### config.mk
export PLATFORM = sky130hd
export DESIGN_NAME = sh2_ext_bus_bridge
export DESIGN_NICKNAME = d
export VERILOG_FILES = /design/src/rtl/sh2_ext_bus_bridge_pkg.sv /design/src/rtl/sh2_ext_bus_bridge_tmo.sv /design/src/rtl/sh2_ext_bus_bridge.sv
export SDC_FILE = /design/constraint.sdc
export NUM_CORES = 1
export LEC_CHECK = 0
export CAP_MARGIN = 25
export CORE_MARGIN = 5
export CORE_UTILIZATION = 40
export CTS_CLUSTER_SIZE = 12
export DETAILED_ROUTE_END_ITERATION = 16
export GPL_TIMING_DRIVEN = 0
export PLACE_DENSITY_LB_ADDON = 0.2
export SLEW_MARGIN = 40
export SYNTH_ARGS = -nofsm -noshare
export SYNTH_HDL_FRONTEND = slang
export SYNTH_HIERARCHICAL = 1
export SYNTH_SLANG_ARGS = --single-unit
### constraint.sdc
create_clock -name CLK -period 3.56 [get_ports CLK]
set_input_delay 1.068 -clock CLK [delete_from_list [all_inputs] [get_ports CLK]]
set_output_delay 1.068 -clock CLK [all_outputs]
set_load 0.01 [all_outputs]
### src/rtl/sh2_ext_bus_bridge_pkg.sv
// Shared types for the SH7604 external bus bridge: FSM states, area index and
// the latched memory-port command.
package sh2_ext_bus_bridge_pkg;

  localparam int unsigned ADDR_W = 27;
  localparam int unsigned DATA_W = 32;
  localparam int unsigned BE_W   = 4;
  localparam int unsigned CS_W   = 4;
  localparam int unsigned CNT_W  = 10;

  typedef enum logic [1:0] {BR_IDLE, BR_ARM, BR_BUSY, BR_DONE} BridgeState_t;

  typedef logic [1:0] BridgeArea_t;

  typedef struct packed {
    logic [ADDR_W-1:0] addr;
    logic [DATA_W-1:0] data;
    logic [BE_W-1:0]   be;
    logic              wr;
    BridgeArea_t       area;
  } mem_cmd_t;

  // Lowest-index asserted chip select wins.
  function automatic BridgeArea_t area_of(input logic [CS_W-1:0] cs_n);
    if (!cs_n[0])      return BridgeArea_t'(0);
    else if (!cs_n[1]) return BridgeArea_t'(1);
    else if (!cs_n[2]) return BridgeArea_t'(2);
    else               return BridgeArea_t'(3);
  endfunction

endpackage

### src/rtl/sh2_ext_bus_bridge_tmo.sv
// Saturating bus-cycle timeout counter; expire is registered and reflects
// count == TIMEOUT-1.
module sh2_ext_bus_bridge_tmo
  import sh2_ext_bus_bridge_pkg::*;
#(
  parameter int unsigned TIMEOUT = 255
) (
  input  logic clk,
  input  logic rst,
  input  logic clear,
  input  logic run,
  output logic expire
);

  localparam logic [CNT_W-1:0] LAST    = CNT_W'(TIMEOUT - 1);
  localparam logic [CNT_W-1:0] CNT_MAX = '1;

  logic [CNT_W-1:0] cnt_d, cnt_q;
  logic             expire_d, expire_q;

  always_comb begin
    cnt_d = cnt_q;
    if (clear) begin
      cnt_d = '0;
    end else if (run && (cnt_q != CNT_MAX)) begin
      cnt_d = cnt_q + CNT_W'(1);
    end
    expire_d = (cnt_d == LAST);
  end

  always_ff @(posedge clk) begin
    if (rst) begin
      cnt_q    <= '0;
      expire_q <= 1'b0;
    end else begin
      cnt_q    <= cnt_d;
      expire_q <= expire_d;
    end
  end

  assign expire = expire_q;

endmodule

### src/rtl/sh2_ext_bus_bridge.sv
// SH7604 external bus to single request/acknowledge memory port bridge,
// holding the CPU in WAIT until the slave answers or the timeout fires.
module sh2_ext_bus_bridge
  import sh2_ext_bus_bridge_pkg::*;
#(
  parameter int unsigned TIMEOUT  = 255,
  parameter logic [31:0] ERR_DATA = 32'hFFFF_FFFF
) (
  input  logic        CLK,
  input  logic        RST,
  input  logic        CE_R,
  input  logic [26:0] A,
  input  logic [31:0] DO,
  output logic [31:0] DI,
  input  logic        BS_N,
  input  logic [3:0]  CS_N,
  input  logic        RD_WR_N,
  input  logic        RD_N,
  input  logic [3:0]  WE_N,
  output logic        WAIT_N,
  output logic [26:0] MEM_A,
  output logic [31:0] MEM_DO,
  output logic [3:0]  MEM_BE,
  output logic        MEM_WR,
  output logic [1:0]  MEM_AREA,
  output logic        MEM_REQ,
  input  logic        MEM_ACK,
  input  logic [31:0] MEM_DI,
  output logic        BUS_ERR
);

  BridgeState_t state_d, state_q;
  mem_cmd_t     mem_d, mem_q;
  logic [31:0]  di_d, di_q;
  logic         rd_d, rd_q;
  logic         wait_n_d, wait_n_q;
  logic         req_d, req_q;
  logic         bus_err_d, bus_err_q;
  logic         start_c, released_c, tmo_clear_c, tmo_expire;

  assign start_c    = CE_R && !BS_N && (CS_N != 4'hF);
  assign released_c = CE_R && (CS_N == 4'hF);

  always_comb begin
    state_d     = state_q;
    mem_d       = mem_q;
    di_d        = di_q;
    rd_d        = rd_q;
    wait_n_d    = wait_n_q;
    req_d       = req_q;
    bus_err_d   = 1'b0;
    tmo_clear_c = 1'b0;

    case (state_q)
      // DONE shares the start decode so a restart in the release sample is not lost.
      BR_IDLE, BR_DONE: begin
        if (start_c) begin
          mem_d.addr = A;
          mem_d.area = area_of(CS_N);
          rd_d       = RD_WR_N;
          wait_n_d   = 1'b0;
          state_d    = BR_ARM;
        end else if ((state_q == BR_DONE) && released_c) begin
          state_d = BR_IDLE;
        end
      end
      BR_ARM: begin
        if (released_c) begin
          wait_n_d = 1'b1;
          state_d  = BR_IDLE;
        end else if (CE_R && rd_q && !RD_N) begin
          mem_d.be    = 4'hF;
          mem_d.wr    = 1'b0;
          req_d       = 1'b1;
          tmo_clear_c = 1'b1;
          state_d     = BR_BUSY;
        end else if (CE_R && !rd_q && (WE_N != 4'hF)) begin
          mem_d.data  = DO;
          mem_d.be    = ~WE_N;
          mem_d.wr    = 1'b1;
          req_d       = 1'b1;
          tmo_clear_c = 1'b1;
          state_d     = BR_BUSY;
        end
      end
      BR_BUSY: begin
        if (MEM_ACK) begin
          req_d    = 1'b0;
          wait_n_d = 1'b1;
          if (rd_q) di_d = MEM_DI;
          state_d  = BR_DONE;
        end else if (tmo_expire) begin
          req_d     = 1'b0;
          wait_n_d  = 1'b1;
          bus_err_d = 1'b1;
          if (rd_q) di_d = ERR_DATA;
          state_d   = BR_DONE;
        end
      end
      default: state_d = BR_IDLE;
    endcase
  end

  always_ff @(posedge CLK) begin
    if (RST) begin
      state_q   <= BR_IDLE;
      mem_q     <= '0;
      di_q      <= '0;
      rd_q      <= 1'b0;
      wait_n_q  <= 1'b1;
      req_q     <= 1'b0;
      bus_err_q <= 1'b0;
    end else begin
      state_q   <= state_d;
      mem_q     <= mem_d;
      di_q      <= di_d;
      rd_q      <= rd_d;
      wait_n_q  <= wait_n_d;
      req_q     <= req_d;
      bus_err_q <= bus_err_d;
    end
  end

  sh2_ext_bus_bridge_tmo #(
    .TIMEOUT(TIMEOUT)
  ) u_tmo (
    .clk   (CLK),
    .rst   (RST),
    .clear (tmo_clear_c),
    .run   (state_q == BR_BUSY),
    .expire(tmo_expire)
  );

  assign DI       = di_q;
  assign WAIT_N   = wait_n_q;
  assign MEM_A    = mem_q.addr;
  assign MEM_DO   = mem_q.data;
  assign MEM_BE   = mem_q.be;
  assign MEM_WR   = mem_q.wr;
  assign MEM_AREA = mem_q.area;
  assign MEM_REQ  = req_q;
  assign BUS_ERR  = bus_err_q;

endmodule

==> impl_metrics.json, run 1 <==
{
  "outcome": "finished, final reports clean",
  "cts_sinks": 115,
  "crit_required_ns": 3.89,
  "synth_top_family_by_area": "simple AND/OR/NAND/NOR gates",
  "cts_buffers": 17,
  "rrSetupSlack_ns": 1.17,
  "cp_slowest_stage_delay_ns": 0.56,
  "syn_area_per_cell_um2": 8.35,
  "floorplan.initialDensity_pct": 40.6,
  "power_density_nw_per_um2": 467,
  "synthDistinctLibCells": 53,
  "worst_slack_ns": 0.352,
  "drc": 0,
  "antenna_found_initial": 0,
  "grt_pass1_wl_um": 21500,
  "grtUsageTotal_pct": 20.0,
  "yosys.area.top_type": "dfxtp_1",
  "synthArstFlopShare_pct": 0,
  "hold_path_class": "register to register",
  "max-slew-margin-rel_pct": 56.0,
  "cts_max_level": 4,
  "die_h_um": 117,
  "crit_path_start": "CS_N[0]",
  "dieWidth_um": 117,
  "synth.yosys.seq_area_share_pct": 50.1,
  "first_pass_iters": 4,
  "clockBufferDepth": 2,
  "syn-num-nets": 660,
  "final_core_util_pct": 65.8,
  "design_area_um2": 7450,
  "design.core.area_um2": 11300,
  "ir_drop_mv": 0.290,
  "rsz0062_at_grt": "false",
  "cp-start-kind": "primary input",
  "r2r_start": "rd_q$_SDFFE_PP0P_",
  "whs_ns": 0.452,
  "crit_fanout": 10,
  "endpoint": "u_tmo/expire$_SDFF_PP0_",
  "p_leak_nw": 2.73,
  "placed_cell_area_um2": 6830,
  "dieArea_um2": 13700,
  "timing.rr.end": "u_tmo/expire$_SDFF_PP0_",
  "pre_cts_ws_ns": -0.0936,
  "final_layout_size_suffix_gt1_share_pct": 8.64,
  "hold_buffers": 0,
  "final.period_utilization_pct": 90.1,
  "fp-row-count": 39,
  "fin_skew_ns": 0.00761,
  "syn_to_final_growth_pct": 62.2,
  "synth_area_um2": 4590,
  "synth.area.mux_share_pct": 0.218,
  "critical_path_class": "primary input to register",
  "clock_latency_ns": 0.41,
  "fin_cells": 930,
  "clock.fmax_ghz": 0.312,
  "dr.first_iter.drc_count": 239,
  "synth_area_leaders": "dfxtp_1, nand2_1, a21oi_1",
  "post-place-cells": 898,
  "worstPathCellList": "clkdlybuf4s50_1, nand4_4, o21a_1, and2_1, buf_6, or4_4, a2111oi_4, o2111ai_1, nor4_2",
  "post_drt_via_cell_ratio": 4.96,
  "synth_ff_type": "dfxtp_1",
  "synth_fa_ha_area_share_pct": 1.09,
  "yosysMostFrequentCell": "nand2_1",
  "synth-simple-area-share_pct": 20.9,
  "slew_viol_final": 0,
  "synth_cells": 550,
  "rr_worst_depth": 8,
  "netlist.area_leader.share_pct": 50.1,
  "synth_common_cells": "nand2_1, dfxtp_1, a21oi_1",
  "finalSetupViolations": 0,
  "setup_tns_ns": 0,
  "yosys_warnings": 6,
  "nets": 884,
  "synth-compound-area-share_pct": 19.1,
  "ctsResizeCount": 0,
  "wl_per_cell_um": 15.0,
  "synth_seq_cells": 115,
  "antenna_left": 0,
  "place_hpwl_um": 10600,
  "tightest_slew_ns": 0.660,
  "fin_crit_ns": 3.21,
  "clk_pin_slew_ns": 0.05,
  "diodes": 0,
  "cts_tree": "built",
  "gp_congestion": 0.821,
  "vias": 4616,
  "grt_max_degree": 17,
  "cp.arrival_ns": 3.53,
  "crit_path_top_delay_cell": "clkdlybuf4s50_1",
  "ios": 207,
  "synth_xor_area_share_pct": 0.763,
  "worstSetupEndpointType": "register",
  "power_mw": 3.48,
  "postCtsSetupBuffers": 0,
  "wirelength_um": 13900,
  "synth_edf_count": 0,
  "gr-total-overflow": 0,
  "first_global_vias": 4504,
  "io_buffers": 205,
  "max_cap_violations": 0,
  "cts_root_buf": "clkbuf_16",
  "hold_violations": 0
}
worst max-delay path: cells and delay by family:
family                 cells  cell delay (ns)
AOI/OAI and AO/OA          3             0.76
and+or+nand+nor            4             1.00
buffers and inverters      2             0.70
how the worst min path moves through the flow:
stage | from | cells after the start | to | slack [ns]
4_1_cts | MEM_AREA[0]$_SDFFE_PP0P_ | 2 | MEM_AREA[0]$_SDFFE_PP0P_ | 0.45
2_1_floorplan | rd_q$_SDFFE_PP0P_ | 2 | rd_q$_SDFFE_PP0P_ | 0.46
5_1_grt | MEM_A[23]$_SDFFE_PP0P_ | 2 | MEM_A[23]$_SDFFE_PP0P_ | 0.47
3_5_place_dp | MEM_DO[3]$_SDFFE_PP0P_ | 2 | MEM_DO[3]$_SDFFE_PP0P_ | 0.45
6_report | MEM_DO[1]$_SDFFE_PP0P_ | 2 | MEM_DO[1]$_SDFFE_PP0P_ | 0.45
3_3_place_gp | MEM_DO[17]$_SDFFE_PP0P_ | 2 | MEM_DO[17]$_SDFFE_PP0P_ | 0.44
registers in the layout, summed over array words and instances (netlist names), 2 cells and up:
name and cells:
DI 32, MEM_DO 32, MEM_A 27, u_tmo/cnt_q 10, MEM_BE 4, MEM_AREA 2
state_q 2
cells in the final DEF, fill, tap and decap left out, drive strengths merged, types with 2 or more instances in the layout:
cell	synthesis	final
a311oi	32	32
dfxtp	115	115
o21ai	7	7
clkinvlp	0	3
clkinv	0	6
or2	3	3
nand3	8	8
nor4	2	2
xor2	3	3
a211oi	6	6
nand4	4	4
nor2b	3	3
nor3	3	3
a21oi	70	70
nor2	47	47
inv	38	38
nand2b	2	2
bufinv	0	4
clkdlybuf4s50	0	205
nand2	132	132
and3	6	6
o21a	2	2
buf	21	21
a31oi	4	4
ha	4	4
and4	2	2
clkbuf	18	37
cells by family after synthesis:
kind of cell | count (synthesis)
AO/OA/AOI/OAI | 130
multiplexers | 1
flip-flops | 115
AND/OR/NAND/NOR | 219
buffers and inverters | 77
adder cells (fa/ha/maj) | 4
XOR/XNOR | 4
final cells by class:
| class | count | area, um2 |
|---|---|---|
| clock inverters | 13 | 184 |
| flip-flops and latches | 115 | 2300 |
| inverters | 38 | 143 |
| plain buffers | 39 | 215 |
| fillers | 967 | 3870 |
| clock buffers | 19 | 443 |
| multi-input cells | 358 | 1930 |
| repair buffers | 205 | 2050 |
| well taps | 143 | 179 |
power breakdown:
| part | internal [mW] | switching, mW |
|---|---|---|
| Combinational | 0.205 | 0.157 |
| Sequential | 1.32 | 0.0195 |
| Clock | 1.19 | 0.590 |
metal layers:
| metal | routed length (um) | global-route usage (%) | vias to the layer above |
|---|---|---|---|
| met3 | 1260 | 6.17 | 24 |
| met2 | 6810 | 34.0 | 172 |
| met5 | 0 | 0 | - |
| met1 | 5560 | 23.2 | 2113 |
| met4 | 316 | 8.56 | 0 |
| li1 | - | - | 2307 |
No activity file was read; power rests on OpenSTA's default activity.
==> inputs of run 2 (changes only) <==
- CORE_UTILIZATION: 40 -> 42
==> impl_metrics.json, run 2 (synthesized netlist as in run 1, its figures left out) <==
{
  "first_global_vias": 4558,
  "hold_violations": 0,
  "die_h_um": 115,
  "finalSetupViolations": 0,
  "cts_root_buf": "clkbuf_8",
  "final_layout_size_suffix_gt1_share_pct": 8.26,
  "clk_pin_slew_ns": 0.05,
  "grt_pass1_wl_um": 22100,
  "p_leak_nw": 2.73,
  "wirelength_um": 13900,
  "first_pass_iters": 4,
  "tightest_slew_ns": 0.666,
  "cts_buffers": 17,
  "place_hpwl_um": 10500,
  "worstSetupEndpointType": "register",
  "final.period_utilization_pct": 90.6,
  "drc": 0,
  "crit_path_start": "CS_N[0]",
  "fillers": 879,
  "ir_drop_mv": 0.262,
  "antenna_found_initial": 0,
  "max_cap_violations": 0,
  "post_drt_via_cell_ratio": 4.96,
  "layout_common_cells": "clkdlybuf4s50_1, nand2_1, dfxtp_1, a21oi_1, nor2_1",
  "hold_buffers": 0,
  "cts_tree": "built",
  "cts_max_level": 4,
  "endpoint": "u_tmo/expire$_SDFF_PP0_",
  "hold_path_class": "register to register",
  "slew_viol_final": 0,
  "power_density_nw_per_um2": 468,
  "critical_path_class": "primary input to register",
  "worst_slack_ns": 0.333,
  "dieWidth_um": 115,
  "cp-start-kind": "primary input",
  "fin_crit_ns": 3.23,
  "fp-row-count": 38,
  "syn_to_final_growth_pct": 62.0,
  "wl_per_cell_um": 15.0,
  "design.core.area_um2": 10800,
  "grtUsageTotal_pct": 21.0,
  "nets": 884,
  "diodes": 0,
  "crit_required_ns": 3.98,
  "rr_worst_depth": 8,
  "dr.first_iter.drc_count": 240,
  "ios": 207,
  "antenna_left": 0,
  "outcome": "finished, final reports clean",
  "io_buffers": 205,
  "rsz0062_at_grt": "false",
  "gp_congestion": 0.877,
  "setup_tns_ns": 0,
  "layout.cells.most_common": "clkdlybuf4s50_1",
  "postCtsSetupBuffers": 0,
  "grt_max_degree": 17,
  "rrSetupSlack_ns": 1.08,
  "max-slew-margin-rel_pct": 55.6,
  "clock.fmax_ghz": 0.310,
  "dieArea_um2": 13100,
  "clockBufferDepth": 2,
  "final_core_util_pct": 69.0,
  "clock_latency_ns": 0.50,
  "timing.rr.end": "u_tmo/expire$_SDFF_PP0_",
  "r2r_start": "rd_q$_SDFFE_PP0P_",
  "vias": 4598,
  "crit_fanout": 10,
  "gr-total-overflow": 0,
  "pre_cts_ws_ns": -0.136,
  "fin_skew_ns": 0.00914,
  "cts_sinks": 115,
  "ctsResizeCount": 0,
  "cp.arrival_ns": 3.65,
  "floorplan.initialDensity_pct": 42.6
}
## run 2: per-layer routing
| metal | part of all wire [%] | vias to the layer above | global-route usage [%] |
|---|---|---|---|
| li1 | - | 2319 | - |
| met1 | 42 | 2076 | 24.8 |
| met3 | 7.7 | 22 | 7.40 |
| met4 | 1.8 | 0 | 7.28 |
| met2 | 48 | 181 | 35.2 |
| met5 | 0 | - | 0 |
## run 2: critical path, cell delays in order
cell	delay, ns
clkdlybuf4s50_1	0.57
nand4_4	0.17
o21a_1	0.25
and2_1	0.16
buf_6	0.14
or4_4	0.54
a2111oi_4	0.38
o2111ai_1	0.20
nor4_2	0.16
## run 2: worst min path at each step
stage / startpoint / to / depth (start not counted)
2_1_floorplan: rd_q$_SDFFE_PP0P_ / rd_q$_SDFFE_PP0P_ / 2
5_1_grt: MEM_A[2]$_SDFFE_PP0P_ / MEM_A[2]$_SDFFE_PP0P_ / 2
6_report: MEM_AREA[0]$_SDFFE_PP0P_ / MEM_AREA[0]$_SDFFE_PP0P_ / 2
3_5_place_dp: MEM_AREA[0]$_SDFFE_PP0P_ / MEM_AREA[0]$_SDFFE_PP0P_ / 2
4_1_cts: MEM_AREA[0]$_SDFFE_PP0P_ / MEM_AREA[0]$_SDFFE_PP0P_ / 2
3_3_place_gp: MEM_A[8]$_SDFFE_PP0P_ / MEM_A[8]$_SDFFE_PP0P_ / 2
## run 2: report_power, final
part | internal, mW | switching [mW] | leakage, nW
clock network | 1.22 | 0.557 | 0.299
registers | 1.32 | 0.0196 | 0.931
logic | 0.205 | 0.156 | 1.50
total | 2.75 | 0.733 | 2.73
## run 2: final cells by class
| cell class | instances | area, um2 | area share [%] |
|---|---|---|---|
| Inverter | 38 | 143 | 1.92 |
| Clock inverter | 10 | 180 | 2.42 |
| Timing Repair Buffer | 205 | 2050 | 27.6 |
| Sequential cell | 115 | 2300 | 30.9 |
| Multi-Input combinational cell | 358 | 1930 | 26.0 |
| Clock buffer | 22 | 443 | 5.95 |
| Buffer | 39 | 215 | 2.89 |
| Tap cell | 140 | 175 | 2.35 |
## run 2: metrics by stage
stage          area (um2)  std cells  power, mW  hold WS (ns)
2_1_floorplan        4590        550       1.51         0.458
3_3_place_gp         6820        895       1.73         0.441
3_5_place_dp         6820        895       1.73         0.442
4_1_cts              7440        927       3.52         0.450
5_1_grt              7440        927       3.63         0.471
6_report             7440        927       3.48         0.449
==> inputs of run 3 (changes only) <==
- CORE_MARGIN: 5 -> 2
==> impl_metrics.json, run 3 (synthesized netlist as in run 1, its figures left out) <==
{
  "final.period_utilization_pct": 87.5,
  "power_density_nw_per_um2": 458,
  "clk_pin_slew_ns": 0.06,
  "die_h_um": 109,
  "slew_viol_final": 0,
  "fillers": 869,
  "ctsResizeCount": 0,
  "grtUsageTotal_pct": 22.7,
  "ios": 207,
  "cp-start-kind": "primary input",
  "clockBufferDepth": 2,
  "worstSetupEndpointType": "register",
  "clock_latency_ns": 0.51,
  "hold_violations": 0,
  "p_leak_nw": 2.73,
  "max-slew-margin-rel_pct": 61.7,
  "dr.first_iter.drc_count": 240,
  "seq_area_um2": 2300,
  "drc": 0,
  "cts_sinks": 115,
  "r2r_start": "rd_q$_SDFFE_PP0P_",
  "post_drt_via_cell_ratio": 4.99,
  "design.core.area_um2": 10700,
  "gp_congestion": 0.869,
  "critical_path_class": "primary input to register",
  "max_cap_violations": 0,
  "floorplan.initialDensity_pct": 42.8,
  "finalSetupViolations": 0,
  "dieWidth_um": 109,
  "gr-total-overflow": 0,
  "hold_buffers": 0,
  "final_layout_size_suffix_gt1_share_pct": 8.65,
  "crit_required_ns": 3.99,
  "fin_crit_ns": 3.12,
  "tightest_slew_ns": 0.569,
  "whs_path_depth": 2,
  "multi_input_area_um2": 1930,
  "ir_drop_mv": 0.247,
  "crit_fanout": 10,
  "cts_tree": "built",
  "cts_buffers": 17,
  "crit_path_start": "CS_N[0]",
  "wl_per_cell_um": 14.4,
  "diodes": 0,
  "dieArea_um2": 11800,
  "pre_cts_ws_ns": -0.0851,
  "fp-row-count": 38,
  "layout_common_cells": "clkdlybuf4s50_1, nand2_1, dfxtp_1, a21oi_1, nor2_1",
  "cp.arrival_ns": 3.54,
  "wirelength_um": 13400,
  "io_buffers": 205,
  "rr_worst_depth": 8,
  "design_area_um2": 7420,
  "outcome": "finished, final reports clean",
  "worst_slack_ns": 0.444,
  "hp-start": "MEM_A[26]$_SDFFE_PP0P_",
  "layout.cells.most_common": "clkdlybuf4s50_1",
  "fin_skew_ns": 0.0146,
  "postCtsSetupBuffers": 0,
  "syn_to_final_growth_pct": 61.5,
  "nets": 884,
  "antenna_left": 0,
  "first_global_vias": 4450,
  "cts_max_level": 4,
  "grt_pass1_wl_um": 20900,
  "clock.fmax_ghz": 0.321,
  "hold_path_class": "register to register",
  "first_pass_iters": 4,
  "place_hpwl_um": 9840,
  "rsz0062_at_grt": "false",
  "whs_ns": 0.453,
  "vias": 4625,
  "cts_root_buf": "clkbuf_8",
  "grt_max_degree": 17,
  "placed_cell_area_um2": 6820,
  "antenna_found_initial": 0
}
==> run 3: cell count changes in the layout (fill, tap and decap cells not counted), sizes merged <==
cell    before  now
bufinv       5    3
clkinv       3    5
clkbuf      40   39
==> run 3: final cells by class <==
| cell class | count | share of cell area [%] |
|---|---|---|
| Buffer | 39 | 2.90 |
| Clock buffer | 21 | 6.32 |
| Clock inverter | 10 | 1.75 |
| Inverter | 38 | 1.92 |
| Multi-Input combinational cell | 358 | 26.1 |
| Sequential cell | 115 | 31.0 |
| Tap cell | 140 | 2.36 |
| Timing Repair Buffer | 205 | 27.7 |
==> run 3: critical path, stage by stage <==
cell             delay (ns)
clkdlybuf4s50_1        0.54
nand4_4                0.17
o21a_1                 0.25
and2_1                 0.15
buf_6                  0.14
or4_4                  0.52
a2111oi_4              0.34
o2111ai_1              0.19
nor4_2                 0.16
==> run 3: worst paths after layout <==
path	slack, ns	to
max	0.44	u_tmo/expire$_SDFF_PP0_
min	0.45	MEM_A[26]$_SDFFE_PP0P_
max reg2reg	1.13	u_tmo/expire$_SDFF_PP0_
min reg2reg	0.45	MEM_A[26]$_SDFFE_PP0P_
==> run 3: per-layer routing <==
metal | track usage [%] | vias to the layer above | wire (um)
met5 | 0 | - | 0
met4 | 7.33 | 0 | 128
met3 | 8.02 | 8 | 1080
met2 | 39.8 | 156 | 6660
met1 | 25.6 | 2156 | 5490
li1 | - | 2305 | -
==> run 3: where the power goes <==
part	switching (mW)	leakage, nW	internal, mW
clock	0.566	0.295	1.13
sequential	0.0197	0.931	1.32
combinational	0.157	1.50	0.205
==> run 3: metrics by stage <==
stage / power, mW / std cells / TNS (ns) / utilization, %
2_1_floorplan: 1.51 / 550 / 0 / -
3_3_place_gp: 1.72 / 895 / -0.0857 / 63.5
3_5_place_dp: 1.73 / 895 / -0.0851 / 63.5
4_1_cts: 3.43 / 926 / 0 / 69.1
5_1_grt: 3.53 / 926 / 0 / 69.1
6_report: 3.40 / 926 / 0 / 69.1
